==> src/rtl/pwm_capture.sv <==
// pwm_capture: APB slave that measures high time and period of a PWM/servo
// pulse train in PCLK cycles, with timeout and overrun flags and a level IRQ.
module pwm_capture #(
  parameter int CNT_W   = 20,
  parameter int TIMEOUT = 400000
) (
  input  logic        PCLK,
  input  logic        PRESETN,
  input  logic        PSEL,
  input  logic        PENABLE,
  input  logic        PWRITE,
  input  logic [7:0]  PADDR,
  input  logic [31:0] PWDATA,
  output logic [31:0] PRDATA,
  output logic        PREADY,
  output logic        PSLVERR,
  input  logic        PWMIN,
  output logic        CAPINT
);

  localparam logic [1:0] IDLE    = 2'd0;
  localparam logic [1:0] ARM     = 2'd1;
  localparam logic [1:0] HIGH_PH = 2'd2;
  localparam logic [1:0] LOW_PH  = 2'd3;

  localparam logic [CNT_W-1:0] TMO_VAL = CNT_W'(TIMEOUT);
  localparam logic [CNT_W-1:0] CNT_ONE = CNT_W'(1);

  // Counter step that sticks at the timeout value so it can never wrap.
  function automatic logic [CNT_W-1:0] sat_inc(input logic [CNT_W-1:0] v);
    if (v >= TMO_VAL) return TMO_VAL;
    return v + CNT_ONE;
  endfunction

  logic             pwm_p0, pwm_p1, pwm_p2;
  logic             rise, fall;
  logic [1:0]       state, state_nxt;
  logic [CNT_W-1:0] cnt, cnt_nxt, hi_tmp, hi_nxt;
  logic [CNT_W-1:0] high_q, period_q;
  logic             tmo_seen, tmo_seen_nxt;
  logic             res_ld, tmo_evt;
  logic             ctrl_en, ctrl_irqen;
  logic             st_valid, st_tmo, st_ovr;
  logic             wr_en;
  logic [1:0]       addr;
  logic [2:0]       w1c;
  logic             unused_bits;

  assign PREADY      = 1'b1;
  assign PSLVERR     = 1'b0;
  assign addr        = PADDR[3:2];
  assign wr_en       = PSEL & PENABLE & PWRITE;
  assign w1c         = (wr_en && addr == 2'd1) ? PWDATA[2:0] : 3'b000;
  assign unused_bits = ^{PADDR[7:4], PADDR[1:0], PWDATA[31:3]};

  // p0/p1 resynchronise PWMIN; p2 is the previous value used for edge detect.
  assign rise = pwm_p1 & ~pwm_p2;
  assign fall = ~pwm_p1 & pwm_p2;

  // Synchroniser and previous-value register; both edges see the same latency.
  always_ff @(posedge PCLK or negedge PRESETN) begin
    if (!PRESETN) begin
      pwm_p0 <= 1'b0;
      pwm_p1 <= 1'b0;
      pwm_p2 <= 1'b0;
    end else begin
      pwm_p0 <= PWMIN;
      pwm_p1 <= pwm_p0;
      pwm_p2 <= pwm_p1;
    end
  end

  // Measurement FSM next state, counter step, result load and timeout events.
  always_comb begin
    state_nxt    = state;
    cnt_nxt      = cnt;
    hi_nxt       = hi_tmp;
    tmo_seen_nxt = tmo_seen;
    res_ld       = 1'b0;
    tmo_evt      = 1'b0;
    if (!ctrl_en) begin
      state_nxt    = IDLE;
      cnt_nxt      = '0;
      hi_nxt       = '0;
      tmo_seen_nxt = 1'b0;
    end else begin
      case (state)
        IDLE: begin
          state_nxt    = ARM;
          cnt_nxt      = '0;
          tmo_seen_nxt = 1'b0;
        end
        ARM: begin
          if (rise) begin
            state_nxt    = HIGH_PH;
            cnt_nxt      = CNT_ONE;
            tmo_seen_nxt = 1'b0;
          end else begin
            cnt_nxt = sat_inc(cnt);
            // Saturated counter stays at TIMEOUT, so flag only the first hit.
            if (cnt == TMO_VAL && !tmo_seen) begin
              tmo_evt      = 1'b1;
              tmo_seen_nxt = 1'b1;
            end
          end
        end
        HIGH_PH: begin
          if (fall) begin
            state_nxt = LOW_PH;
            hi_nxt    = cnt;
            cnt_nxt   = sat_inc(cnt);
          end else if (cnt == TMO_VAL) begin
            state_nxt    = ARM;
            tmo_evt      = 1'b1;
            tmo_seen_nxt = 1'b1;
          end else begin
            cnt_nxt = sat_inc(cnt);
          end
        end
        LOW_PH: begin
          // A rise coinciding with the timeout wins: it completes the period.
          if (rise) begin
            state_nxt = HIGH_PH;
            res_ld    = 1'b1;
            cnt_nxt   = CNT_ONE;
          end else if (cnt == TMO_VAL) begin
            state_nxt    = ARM;
            tmo_evt      = 1'b1;
            tmo_seen_nxt = 1'b1;
          end else begin
            cnt_nxt = sat_inc(cnt);
          end
        end
        default: state_nxt = IDLE;
      endcase
    end
  end

  // FSM, counter and captured high time.
  always_ff @(posedge PCLK or negedge PRESETN) begin
    if (!PRESETN) begin
      state    <= IDLE;
      cnt      <= '0;
      hi_tmp   <= '0;
      tmo_seen <= 1'b0;
    end else begin
      state    <= state_nxt;
      cnt      <= cnt_nxt;
      hi_tmp   <= hi_nxt;
      tmo_seen <= tmo_seen_nxt;
    end
  end

  // Control and status registers plus result registers; flag set beats W1C.
  always_ff @(posedge PCLK or negedge PRESETN) begin
    if (!PRESETN) begin
      ctrl_en    <= 1'b0;
      ctrl_irqen <= 1'b0;
      st_valid   <= 1'b0;
      st_tmo     <= 1'b0;
      st_ovr     <= 1'b0;
      high_q     <= '0;
      period_q   <= '0;
    end else begin
      if (wr_en && addr == 2'd0) begin
        ctrl_en    <= PWDATA[0];
        ctrl_irqen <= PWDATA[1];
      end
      st_valid <= (st_valid & ~w1c[0]) | res_ld;
      st_tmo   <= (st_tmo & ~w1c[1]) | tmo_evt;
      st_ovr   <= (st_ovr & ~w1c[2]) | (res_ld & st_valid);
      if (res_ld) begin
        high_q   <= hi_tmp;
        period_q <= cnt;
      end
    end
  end

  // Registered level interrupt, one cycle behind the flags.
  always_ff @(posedge PCLK or negedge PRESETN) begin
    if (!PRESETN) CAPINT <= 1'b0;
    else          CAPINT <= ctrl_irqen & (st_valid | st_tmo);
  end

  // Combinational read mux, active only for read transfers.
  always_comb begin
    PRDATA = 32'h0;
    if (PSEL && !PWRITE) begin
      case (addr)
        2'd0:    PRDATA = {30'h0, ctrl_irqen, ctrl_en};
        2'd1:    PRDATA = {29'h0, st_ovr, st_tmo, st_valid};
        2'd2:    PRDATA = {{(32-CNT_W){1'b0}}, high_q};
        default: PRDATA = {{(32-CNT_W){1'b0}}, period_q};
      endcase
    end
  end

endmodule

==> config.mk <==
export PLATFORM = sky130hd
export DESIGN_NAME = pwm_capture
export DESIGN_NICKNAME = d
export VERILOG_FILES = /design/src/rtl/pwm_capture.sv
export SDC_FILE = /design/constraint.sdc
export NUM_CORES = 1
export LEC_CHECK = 0
export BUFFER_PORTS_ARGS = -buffer_cell sky130_fd_sc_hd__buf_4
export CAP_MARGIN = 20
export CORE_MARGIN = 10
export CORE_UTILIZATION = 55
export DETAILED_ROUTE_END_ITERATION = 10
export GPL_ROUTABILITY_DRIVEN = 1
export PLACE_DENSITY = 0.83
export SETUP_SLACK_MARGIN = 0.05
export SYNTH_ARGS = -nofsm -noshare
export SYNTH_HDL_FRONTEND = slang
export SYNTH_SLANG_ARGS = --single-unit
==> constraint.sdc <==
create_clock -name PCLK -period 5.8 [get_ports PCLK]
set_input_delay 1.16 -clock PCLK [delete_from_list [all_inputs] [get_ports PCLK]]
set_output_delay 1.16 -clock PCLK [all_outputs]
set_load 0.02 [all_outputs]
# ---- Word-level counts from Yosys, hierarchy flattened
# Cells that the tools add are included.
dict set report totals {
  regBits 92
  out_inout_bits 35
}
dict set report classes {
  addsub 1
  order_cmp 1
  n_eq_ne 14
  n_mux 55
  bitwise 18
  n_reduce_logical 11
}
# cell n
set ops {}
lappend ops {{$mux W20} 15}
lappend ops {{$pmux W20 S4} 1}
lappend ops {{$pmux W20 S3} 1}
lappend ops {{$mux W1} 29}
lappend ops {{$add A20 B1 Y20 const B} 1}
lappend ops {{$eq A20 B19 Y1 const B} 1}
lappend ops {{$ge A20 B19 Y1 const B} 1}
lappend ops {{$ne A4 B4 Y1 const B} 3}
lappend ops {{$mux W2} 5}
lappend ops {{$and A1 B1 Y1} 9}
lappend ops {{$ne A3 B3 Y1 const B} 3}
lappend ops {{$pmux W2 S4} 1}
lappend ops {{$eq A2 B2 Y1 const B} 3}
lappend ops {{$not A1 Y1} 5}
lappend ops {{$eq A2 B1 Y1 const B} 2}
lappend ops {{$logic_and A1 B1 Y1} 4}
lappend ops {{$logic_not A2 Y1} 2}
lappend ops {{$or A1 B1 Y1} 4}
lappend ops {{$pmux W1 S4} 1}
lappend ops {{$reduce_and A2 Y1} 2}
lappend ops {{$mux W3} 1}
lappend ops {{$pmux W1 S3} 1}
lappend ops {{$reduce_and A3 Y1} 1}
lappend ops {{$logic_not A1 Y1} 2}
lappend ops {{2 further kinds} 2}

# ---- Depth between registers and ports, before layout
# Gate-level depths: netlist of run 1.
dict set report logic_depth {
  ltp_word 11
  depth_mapped 7
  mapped_depth_nobuf 7
}

# ---- Worst setup path before layout of run 1
# OpenSTA, ideal clock, no wires.
dict set report synth_path {
  path_kind {in2out}
  from {in PADDR[2]}
  to {out PRDATA[10]}
  arrival_ps 2310
  required_time_ps 4640
  slack_ps 2330
  cell_stages 5
  n_path_buf 3
  path_cell_list {clkbuf_1 -> buf_2 -> buf_2 -> mux2i_1 -> nor2_1}
}
dict set report synth_via {
  elab_chain_len 3
  elab_cells_between_ends 5
  classes_between {eq/ne (2); mux (2); reduce/logical (1)}
}
# item line_no
set synth_lines {}
lappend synth_lines {{start, declared} 12} ;# input logic [7:0] PADDR,
lappend synth_lines {{$eq A2 B2 Y1, or another cell as far along} 189} ;# case (addr)
lappend synth_lines {{$pmux W20 S3 *} 189}
lappend synth_lines {{$mux W20 *} 188} ;# if (PSEL && !PWRITE) begin
lappend synth_lines {{end, declared} 14} ;# output logic [31:0] PRDATA,
# Mark *: on every way between the ends. The rest lies on a longest branch, timed or not.

# ---- Worst setup path in the final report of run 1
dict set report layout_path {
  from {in PWRITE}
  to {out PRDATA[12]}
}
dict set report layout_via {
  elab_chain_len 3
}
# item line_no
set layout_lines {}
lappend layout_lines {{start, declared} 11} ;# input logic PWRITE,
lappend layout_lines {{$logic_not A1 Y1} 188}
lappend layout_lines {{$logic_and A1 B1 Y1} 188}
lappend layout_lines {{$mux W20} 188}
# Every way passes these cells.

==> impl_metrics.toml, run 1 <==
[clock_network]
path_clk_slew_ps = 80
cts_setup_buffers = 0
cts_resized = 0
cts_tree = "built"
htreeDepth = 3
insertion_delay_ps = 360
cts-hold-fix-buffers = 0
clockBufferDepth = 2
numCtsBuffers = 9
clock_sinks = 92
cts_root_buf = "clkbuf_8"

[critical_path]
startpoint = "PWRITE"
arrival_ps = 2440
cpMaxStageDelayCell = "nand3b_1"
start_kind = "input port"
path_cells = "buf_4 > nand3b_1 > nor2_1 > buf_4"
slowest_delay_ps = 670
r2r-start = "state[0]"
critPathMostFrequentCell = "buf_4"
worstPathRequired_ps = 4640
critPathBufInv = 2
critical_path.top_delay_family = "simple AND/OR/NAND/NOR gates"
path_class = "input port to output pin"
cp_max_fo = 17
end_kind = "output pin"

[pwr]
seq_power_share_pct = 58.3
switching_share_pct = 26.0
p_leak_nw = 2.23
p_comb_share_pct = 9.3
internal_power_mw = 0.860
pwr-share-clk_pct = 32.5
powerDensity_nw_per_um2 = 247
power_switching_mw = 0.302
peakVddDrop_uv = 162

[sta]
relSlewSlack_pct = 31.3
fin_skew_ps = 6.10
hold_violations = 0
worst_pin_slew_ps = 1030
finalSetupViolCount = 0
setup-tns-final_ps = 0
finalCritPeriodShare_pct = 62.1
slew_violations = 0
fmax_mhz = 278
period_minus_slack_ps = 3600
rsz0062_at_grt = "no"

[layout]
fill_cells = 620
area_growth_pct = 10.6
mostFrequentLayoutCells = "92 x dfrtp_1, 43 x mux2_2, 40 x nor2_1"
layout_commonest_cell = "dfrtp_1"
diodes = 0
final_util_pct = 61.6
nets = 431
drive_above_1_share_pct = 27.6
final_cells = 490

[synth]
async_flop_share_pct = 100
syn_area_um2 = 4260
yosys_warnings = 0
seq_area_frac_synth_pct = 54.0
synth-seq-cells = 92
ys.flop_type = "dfrtp_1"
synth_top_area_share_pct = 54.0
synthCells = 358
yosysUniqueCellTypes = 45
synth_edf_count = 0
synth_top_cell_by_area = "dfrtp_1"
yosys-top-cells-area = "dfrtp_1 54%, mux2_2 11%, a22o_1 4.1%"
syn_area_per_cell_um2 = 11.9

[die]
fp-row-count = 32
initial_utilization_pct = 55.7
fp.dieH_um = 108
ios = 81
die_width_um = 108
core_area_um2 = 7650
die_area_um2 = 11700

[grt]
grt_max_degree = 93
antenna_found_initial = 0
grt_pass1_wl_um = 13000
grt_use_total_pct = 14.0
grt_pass1_vias = 2783
overflow = 0

[outcome]
outcome = "complete, no violations"

[detailed_routing]
drt_iter0_drc = 65
drc = 0
viasPerCell = 5.49
wl_um = 7720
wl_per_cell_um = 15.8
detail-route-antenna-nets = 0
num_vias = 2692
drt-pass1-iter-count = 4

[placement]
placement.io_buffers = 31
dp.final_hpwl_um = 5210
gp_congestion = 0.832
place_inst = 473

[run]
cap_violations = 0

[min_path]
min-delay-start = "pwm_p0"
hold_class = "flip-flop to flip-flop"
## kinds of logic (layout without fill, tap and decap cells)
kind of cell,after synthesis,count (layout),synth area share [%]
simple gates,102,102,12.2
flops,92,92,54.0
mux,62,62,16.4
compound gates,44,44,8.28
buf+inv,37,54,4.84
xor+xnor,17,17,3.49
fa+ha+maj,2,2,0.587
other cells,2,15,0.176
## through the flow
step | hold WS (ps) | worst slack [ps] | power (mW) | instance area [µm²]
3_5_place_dp | 342 | 2170 | 0.797 | 4520
6_report | 358 | 2200 | 1.16 | 4710
4_1_cts | 361 | 2160 | 1.17 | 4690
5_1_grt | 373 | 2080 | 1.21 | 4710
2_1_floorplan | 331 | 2330 | 0.760 | 4310
3_3_place_gp | 337 | 2160 | 0.794 | 4500
## metal layers
metal  GRT usage, %  vias to the layer above  part of all wire (%)
li1               -                     1270                     -
met1           16.2                     1372                    44
met2           23.6                       39                    51
met3           3.45                       11                   3.5
met4           6.87                        0                   2.0
met5              0                        -                     0
## flip-flops by register name, summed over array words and instances (netlist names)
signal	cells
ctrl_en	1
pwm_p0	1
cnt	20
tmo_seen	1
state	2
st_valid	1
period_q	20
pwm_p1	1
st_ovr	1
hi_tmp	20
st_tmo	1
pwm_p2	1
ctrl_irqen	1
high_q	20
CAPINT	1
## worst register-to-register path: stages, from the launching register on
cell and delay [ps]:
dfrtp_1 470, or3b_2 510, nor2_2 770, nor2_1 120
a21oi_2 190, nor3b_2 60
## layout make-up
cell class                 instances  area (µm²)  area share (%)
sequential                        92        2300            48.8
multi-input combinational        242        1810            38.4
timing repair buffer              34         288            6.10
clock buffer                      12         145            3.08
tap                              102         128            2.71
clock inverter                     4        25.0           0.531
inverter                           4        15.0           0.318
## power by group through the flow
stage	clock network, mW	logic, mW	registers, mW
2_1_floorplan	0	0.0780	0.682
3_3_place_gp	0	0.105	0.689
5_1_grt	0.414	0.120	0.680
3_5_place_dp	0	0.107	0.690
4_1_cts	0.388	0.107	0.677
6_report	0.378	0.108	0.677
## path summary, 6_finish.rpt
check	to	slack, ps	cells past startpoint
max reg2reg	tmo_seen	3570	5
min reg2reg	pwm_p1	360	0
max in group asynchronous	hi_tmp[0]	4470	2
min	pwm_p1	360	0
max	PRDATA[12]	2200	4
min in group asynchronous	period_q[11]	730	1
## cell usage after synthesis (2+ instances only)
cell type   n
buf_4      14
buf_2       6
nand3b_1    2
inv_1       4
o21ai_0     4
mux2i_1    17
nand3_1     9
xnor2_1     6
nor2b_1     2
mux4_2      2
clkbuf_1   12
nor3_1      4
ha_1        2
o21a_1      2
xor2_1     11
mux2_2     43
dfrtp_1    92
nand2_1    20
nand2b_1    5
conb_1      2
nand4_1     5
nor2_1     42
a22o_1     20
a21oi_1    10
or4_4       2
No activity file was read; power rests on OpenSTA's default activity.
==> run 2: changes to the inputs <==
Settings changed: ABC_AREA set to 1.
Clock period 5.8 ns to 3.52 ns, I/O delays scaled along.
==> run 2 against run 1 <==
Net effect: synthesized area grew 5.4%; global-route usage grew 3.1 points; sequential power grew 65%; synthesized cell count grew 54%; critical path type unchanged.
==> impl_metrics.toml, run 2 <==
[clock_network]
cts_resized = 0
cts_tree = "built"
cts-hold-fix-buffers = 0
cts_setup_buffers = 0
htreeDepth = 3
numCtsBuffers = 9
insertion_delay_ps = 360
clock_sinks = 92
clockBufferDepth = 2
path_clk_slew_ps = 90
cts_root_buf = "clkbuf_8"

[synth]
yosysUniqueCellTypes = 34
seq_area_frac_synth_pct = 51.3
yosys_warnings = 0
synth_edf_count = 0
synth_top_cell_by_area = "dfrtp_1"
synthCells = 553
syn_area_per_cell_um2 = 8.12
synth-seq-cells = 92
netlist_top_cells_count = "123 x nand2_1, 92 x dfrtp_1, 59 x nand3_1"
yosys-top-cells-area = "dfrtp_1 51%, nand2_1 10%, nand3_1 6.6%"
synth_top_area_share_pct = 51.3
ys.flop_type = "dfrtp_1"
yosys.cell_count.top_type = "nand2_1"
async_flop_share_pct = 100
syn_area_um2 = 4490

[pwr]
p_comb_share_pct = 10.1
power_switching_mw = 0.578
pwr-share-clk_pct = 37.4
powerDensity_nw_per_um2 = 428
seq_power_share_pct = 52.5
finalPower_mw = 2.13
peakVddDrop_uv = 203
internal_power_mw = 1.55
p_leak_nw = 2.21
switching_share_pct = 27.2

[critical_path]
critical_path.top_delay_family = "buffers and inverters"
cp_max_fo = 17
ff2ff_path_depth = 3
r2r-start = "ctrl_en"
end_kind = "output pin"
r2r_slack_ps = 1550
worstPathRequired_ps = 2820
slowest_delay_ps = 530
critPathBufInv = 3
path_cells = "buf_4 > nor2_1 > clkinv_1 > a21oi_1 > buf_4"
path_class = "input port to output pin"
cpMaxStageDelayCell = "clkinv_1"
start_kind = "input port"
rr_endpoint = "tmo_seen"
startpoint = "PWRITE"
critPathMostFrequentCell = "buf_4"
arrival_ps = 2150

[grt]
overflow = 0
antenna_found_initial = 0
grt_use_total_pct = 17.1
grt_pass1_vias = 3437
grt_pass1_wl_um = 16800
grt_max_degree = 93

[detailed_routing]
viasPerCell = 5.51
wl_um = 10200
drt-pass1-iter-count = 7
wl_per_cell_um = 14.9
drc = 0
detail-route-antenna-nets = 0
drt_iter0_drc = 344
num_vias = 3755

[die]
fp-row-count = 32
ios = 81
fp.dieH_um = 110
initial_utilization_pct = 57.2
die_width_um = 110
core_area_um2 = 7850
die_area_um2 = 12200

[placement]
preCtsSetupSlack_ps = 692
dp.final_hpwl_um = 6750
gp_congestion = 0.898
placement.io_buffers = 31

[sta]
fin_skew_ps = 7.29
period_minus_slack_ps = 2850
worst_pin_slew_ps = 1010
finalSetupViolCount = 0
layout_setup_ws_ps = 667
fmax_mhz = 350
relSlewSlack_pct = 32.4
finalCritPeriodShare_pct = 81.1
rsz0062_at_grt = "no"
hold_violations = 0
setup-tns-final_ps = 0
slew_violations = 0

[layout]
mostFrequentLayoutCells = "123 x nand2_1, 92 x dfrtp_1, 58 x nand3_1"
diodes = 0
layout_commonest_cell = "nand2_1"
area_growth_pct = 10.6
drive_above_1_share_pct = 12.3
final_util_pct = 63.3
nets = 622

[outcome]
outcome = "complete, no violations"

[run]
cap_violations = 0

[min_path]
hold_class = "input port to asynchronous set/reset pin"
==> run 2: cell types whose count changed after synthesis, moves of 5 or more <==
cell,previous run,this run
o21ai_0,4,54
mux2i_1,17,0
o22ai_1,0,20
nand2b_1,5,0
nand3_1,9,59
nand2_1,20,123
xnor2_1,6,0
a21oi_1,10,21
inv_1,4,57
a22o_1,20,0
mux2_2,43,0
inv_2,0,5
==> run 2: logic make-up after synthesis <==
logic type / count (synthesis) / synth area share [%]
simple gates: 244 / 24.0
compound gates: 102 / 12.3
buf+inv: 103 / 10.2
flops: 92 / 51.3
other cells: 2 / 0.167
fa+ha+maj: 2 / 0.557
xor+xnor: 8 / 1.56
==> run 2: layout make-up <==
type / instances / area (µm²)
inverters: 66 / 253
well taps: 102 / 128
flip-flops and latches: 92 / 2300
repair buffers: 34 / 280
clock inverters: 6 / 95.1
multi-input cells: 371 / 1780
fillers: 641 / 2880
clock buffers: 10 / 128
==> run 2: worst max path at each step <==
stage / depth (start not counted) / slack [ps] / to
2_1_floorplan: 5 / 1130 / PRDATA[10]
4_1_cts: 5 / 650 / PRDATA[16]
3_5_place_dp: 5 / 690 / PRDATA[16]
3_3_place_gp: 5 / 700 / PRDATA[19]
5_1_grt: 5 / 540 / PRDATA[19]
6_report: 5 / 670 / PRDATA[19]
==> run 2: stage by stage <==
stage          hold WS, ps  area [µm²]  cells
6_report               350        4970    681
5_1_grt                359        4970    681
4_1_cts                358        4930    679
3_5_place_dp           336        4710    663
3_3_place_gp           334        4710    663
2_1_floorplan          331        4540    566
==> run 2: power by group through the flow <==
stage          logic, mW  clock network [mW]  registers [mW]
2_1_floorplan      0.152                   0            1.13
3_3_place_gp       0.202                   0            1.13
3_5_place_dp       0.208                   0            1.14
4_1_cts            0.211               0.797            1.11
5_1_grt            0.240               0.846            1.12
6_report           0.215               0.794            1.12
==> run 2: metal layers <==
layer  part of all wire, %  GRT usage [%]  up-vias  wire (µm)
li1                      -              -     1809          -
met1                    43           23.3     1801       4380
met2                    47           27.0      128       4790
met3                   8.4           3.13       17        857
met4                   1.3           5.23        0        127
met5                     0              0        -          0
==> run 3: changes to the inputs <==
Settings changed: CORE_UTILIZATION 55 to 50, PLACE_DENSITY 0.83 to 0.8.
Clock period 3.52 ns to 2.4 ns, I/O delays scaled along.
==> run 3 against run 2 <==
Net effect: wire length grew 1.9%; clock skew grew 11 ps; non-clock buffer count grew 4; flip-flop and latch count is the same; global-route usage shrank 0.95 points; critical path depth grew 1; design area grew 0.73%; combinational power grew 47%; core utilization shrank 5.9 points; clock power grew 46%; first-iteration DRC count grew 11%; clock-buffer cell count is the same.
==> impl_metrics.toml, run 3 (synthesis gave the netlist of run 2 again) <==
[sta]
worst_pin_slew_ps = 866
period_minus_slack_ps = 2160
rsz0062_at_grt = "no"
setup-tns-final_ps = 0
slew_violations = 0
fin_skew_ps = 18.2
fmax_mhz = 462
finalSetupViolCount = 0
finalCritPeriodShare_pct = 90.1
hold_violations = 0
relSlewSlack_pct = 42.1

[critical_path]
r2r-start = "cnt[1]"
worstPathRequired_ps = 1920
arrival_ps = 1680
end_kind = "output pin"
path_class = "input port to output pin"
ff2ff_path_depth = 11
r2r_slack_ps = 650
cp_max_fo = 13
startpoint = "PWRITE"
start_kind = "input port"

[clock_network]
insertion_delay_ps = 360
clock_sinks = 92
cts_tree = "built"
path_clk_slew_ps = 90
clockBufferDepth = 2
cts-hold-fix-buffers = 0
numCtsBuffers = 9
htreeDepth = 3
cts_resized = 0
cts_root_buf = "clkbuf_8"
cts_setup_buffers = 0

[placement]
dp.final_hpwl_um = 7150
placement.io_buffers = 31
gp_congestion = 0.884
place_inst = 675

[outcome]
outcome = "complete, no violations"

[grt]
grt_pass1_vias = 3645
grt_pass1_wl_um = 17500
antenna_found_initial = 0
grt_max_degree = 84
grt_use_total_pct = 16.1
overflow = 0

[run]
cap_violations = 0

[pwr]
seq_power_share_pct = 52.6
p_comb_share_pct = 10.2
internal_power_mw = 2.27
switching_share_pct = 27.0
peakVddDrop_uv = 272
p_leak_nw = 2.23
powerDensity_nw_per_um2 = 622
pwr-share-clk_pct = 37.3
power_switching_mw = 0.841

[die]
core_area_um2 = 8720
ios = 81
fp-row-count = 34
die_area_um2 = 13200
die_width_um = 115
initial_utilization_pct = 51.5
fp.dieH_um = 115

[layout]
mostFrequentLayoutCells = "123 x nand2_1, 92 x dfrtp_1, 58 x nand3_1"
fill_cells = 781
area_growth_pct = 11.4
multi_input_area_um2 = 1780
nets = 626
final_cells = 691
drive_above_1_share_pct = 12.9
diodes = 0
register_area_um2 = 2300
layout_commonest_cell = "nand2_1"

[detailed_routing]
drt-pass1-iter-count = 5
wl_um = 10300
detail-route-antenna-nets = 0
drt_iter0_drc = 382
drc = 0
num_vias = 3720
wl_per_cell_um = 15.0
viasPerCell = 5.38

[min_path]
hold_class = "input port to asynchronous set/reset pin"
run 3: worst max-delay path: stages:
cell,delay [ps]
buf_4,110
nor2_1,250
clkinv_1,240
buf_4,250
a21oi_1,170
buf_4,170
run 3: path summary, 6_finish.rpt:
check / to
hold reg to reg: pwm_p1
setup / recovery: PRDATA[17]
min in group PCLK: pwm_p0
hold / removal: hi_tmp[10]
max in group asynchronous: hi_tmp[2]
setup reg to reg: cnt[11]
run 3: final cells by class:
class | instances | share of cell area [%]
Multi-Input combinational cell | 371 | 35.6
Sequential cell | 92 | 46.0
Clock buffer | 10 | 2.55
Clock inverter | 6 | 1.87
Tap cell | 108 | 2.70
Inverter | 66 | 5.05
Timing Repair Buffer | 38 | 6.20
run 3: routing by layer:
metal	share of wire [%]	vias to the layer above	track usage, %	wire [µm]
met5	0	-	0	0
met4	1.2	0	4.21	129
met3	6.2	9	4.38	645
met2	48	105	26.2	4960
met1	45	1798	20.9	4610
li1	-	1808	-	-
run 3: per-stage QoR:
step	total power, mW	cell area, µm²	hold slack, ps	setup slack [ps]	util, %
finish	3.12	5010	72.1	238	57.4
global route	3.26	5010	98.5	93.9	57.4
CTS	3.14	5010	88.2	249	57.4
detailed placement	1.98	4780	342	256	54.9
global placement	1.98	4780	334	266	54.9
floorplan	1.87	4540	184	461	-
run 3: power by group through the flow:
stage / combinational [mW] / clock [mW] / sequential [mW]
after CTS: 0.317 / 1.18 / 1.64
after detailed placement: 0.316 / 0 / 1.67
after floorplan: 0.223 / 0 / 1.65
after global routing: 0.357 / 1.26 / 1.65
final: 0.316 / 1.16 / 1.64
after global placement: 0.311 / 0 / 1.66
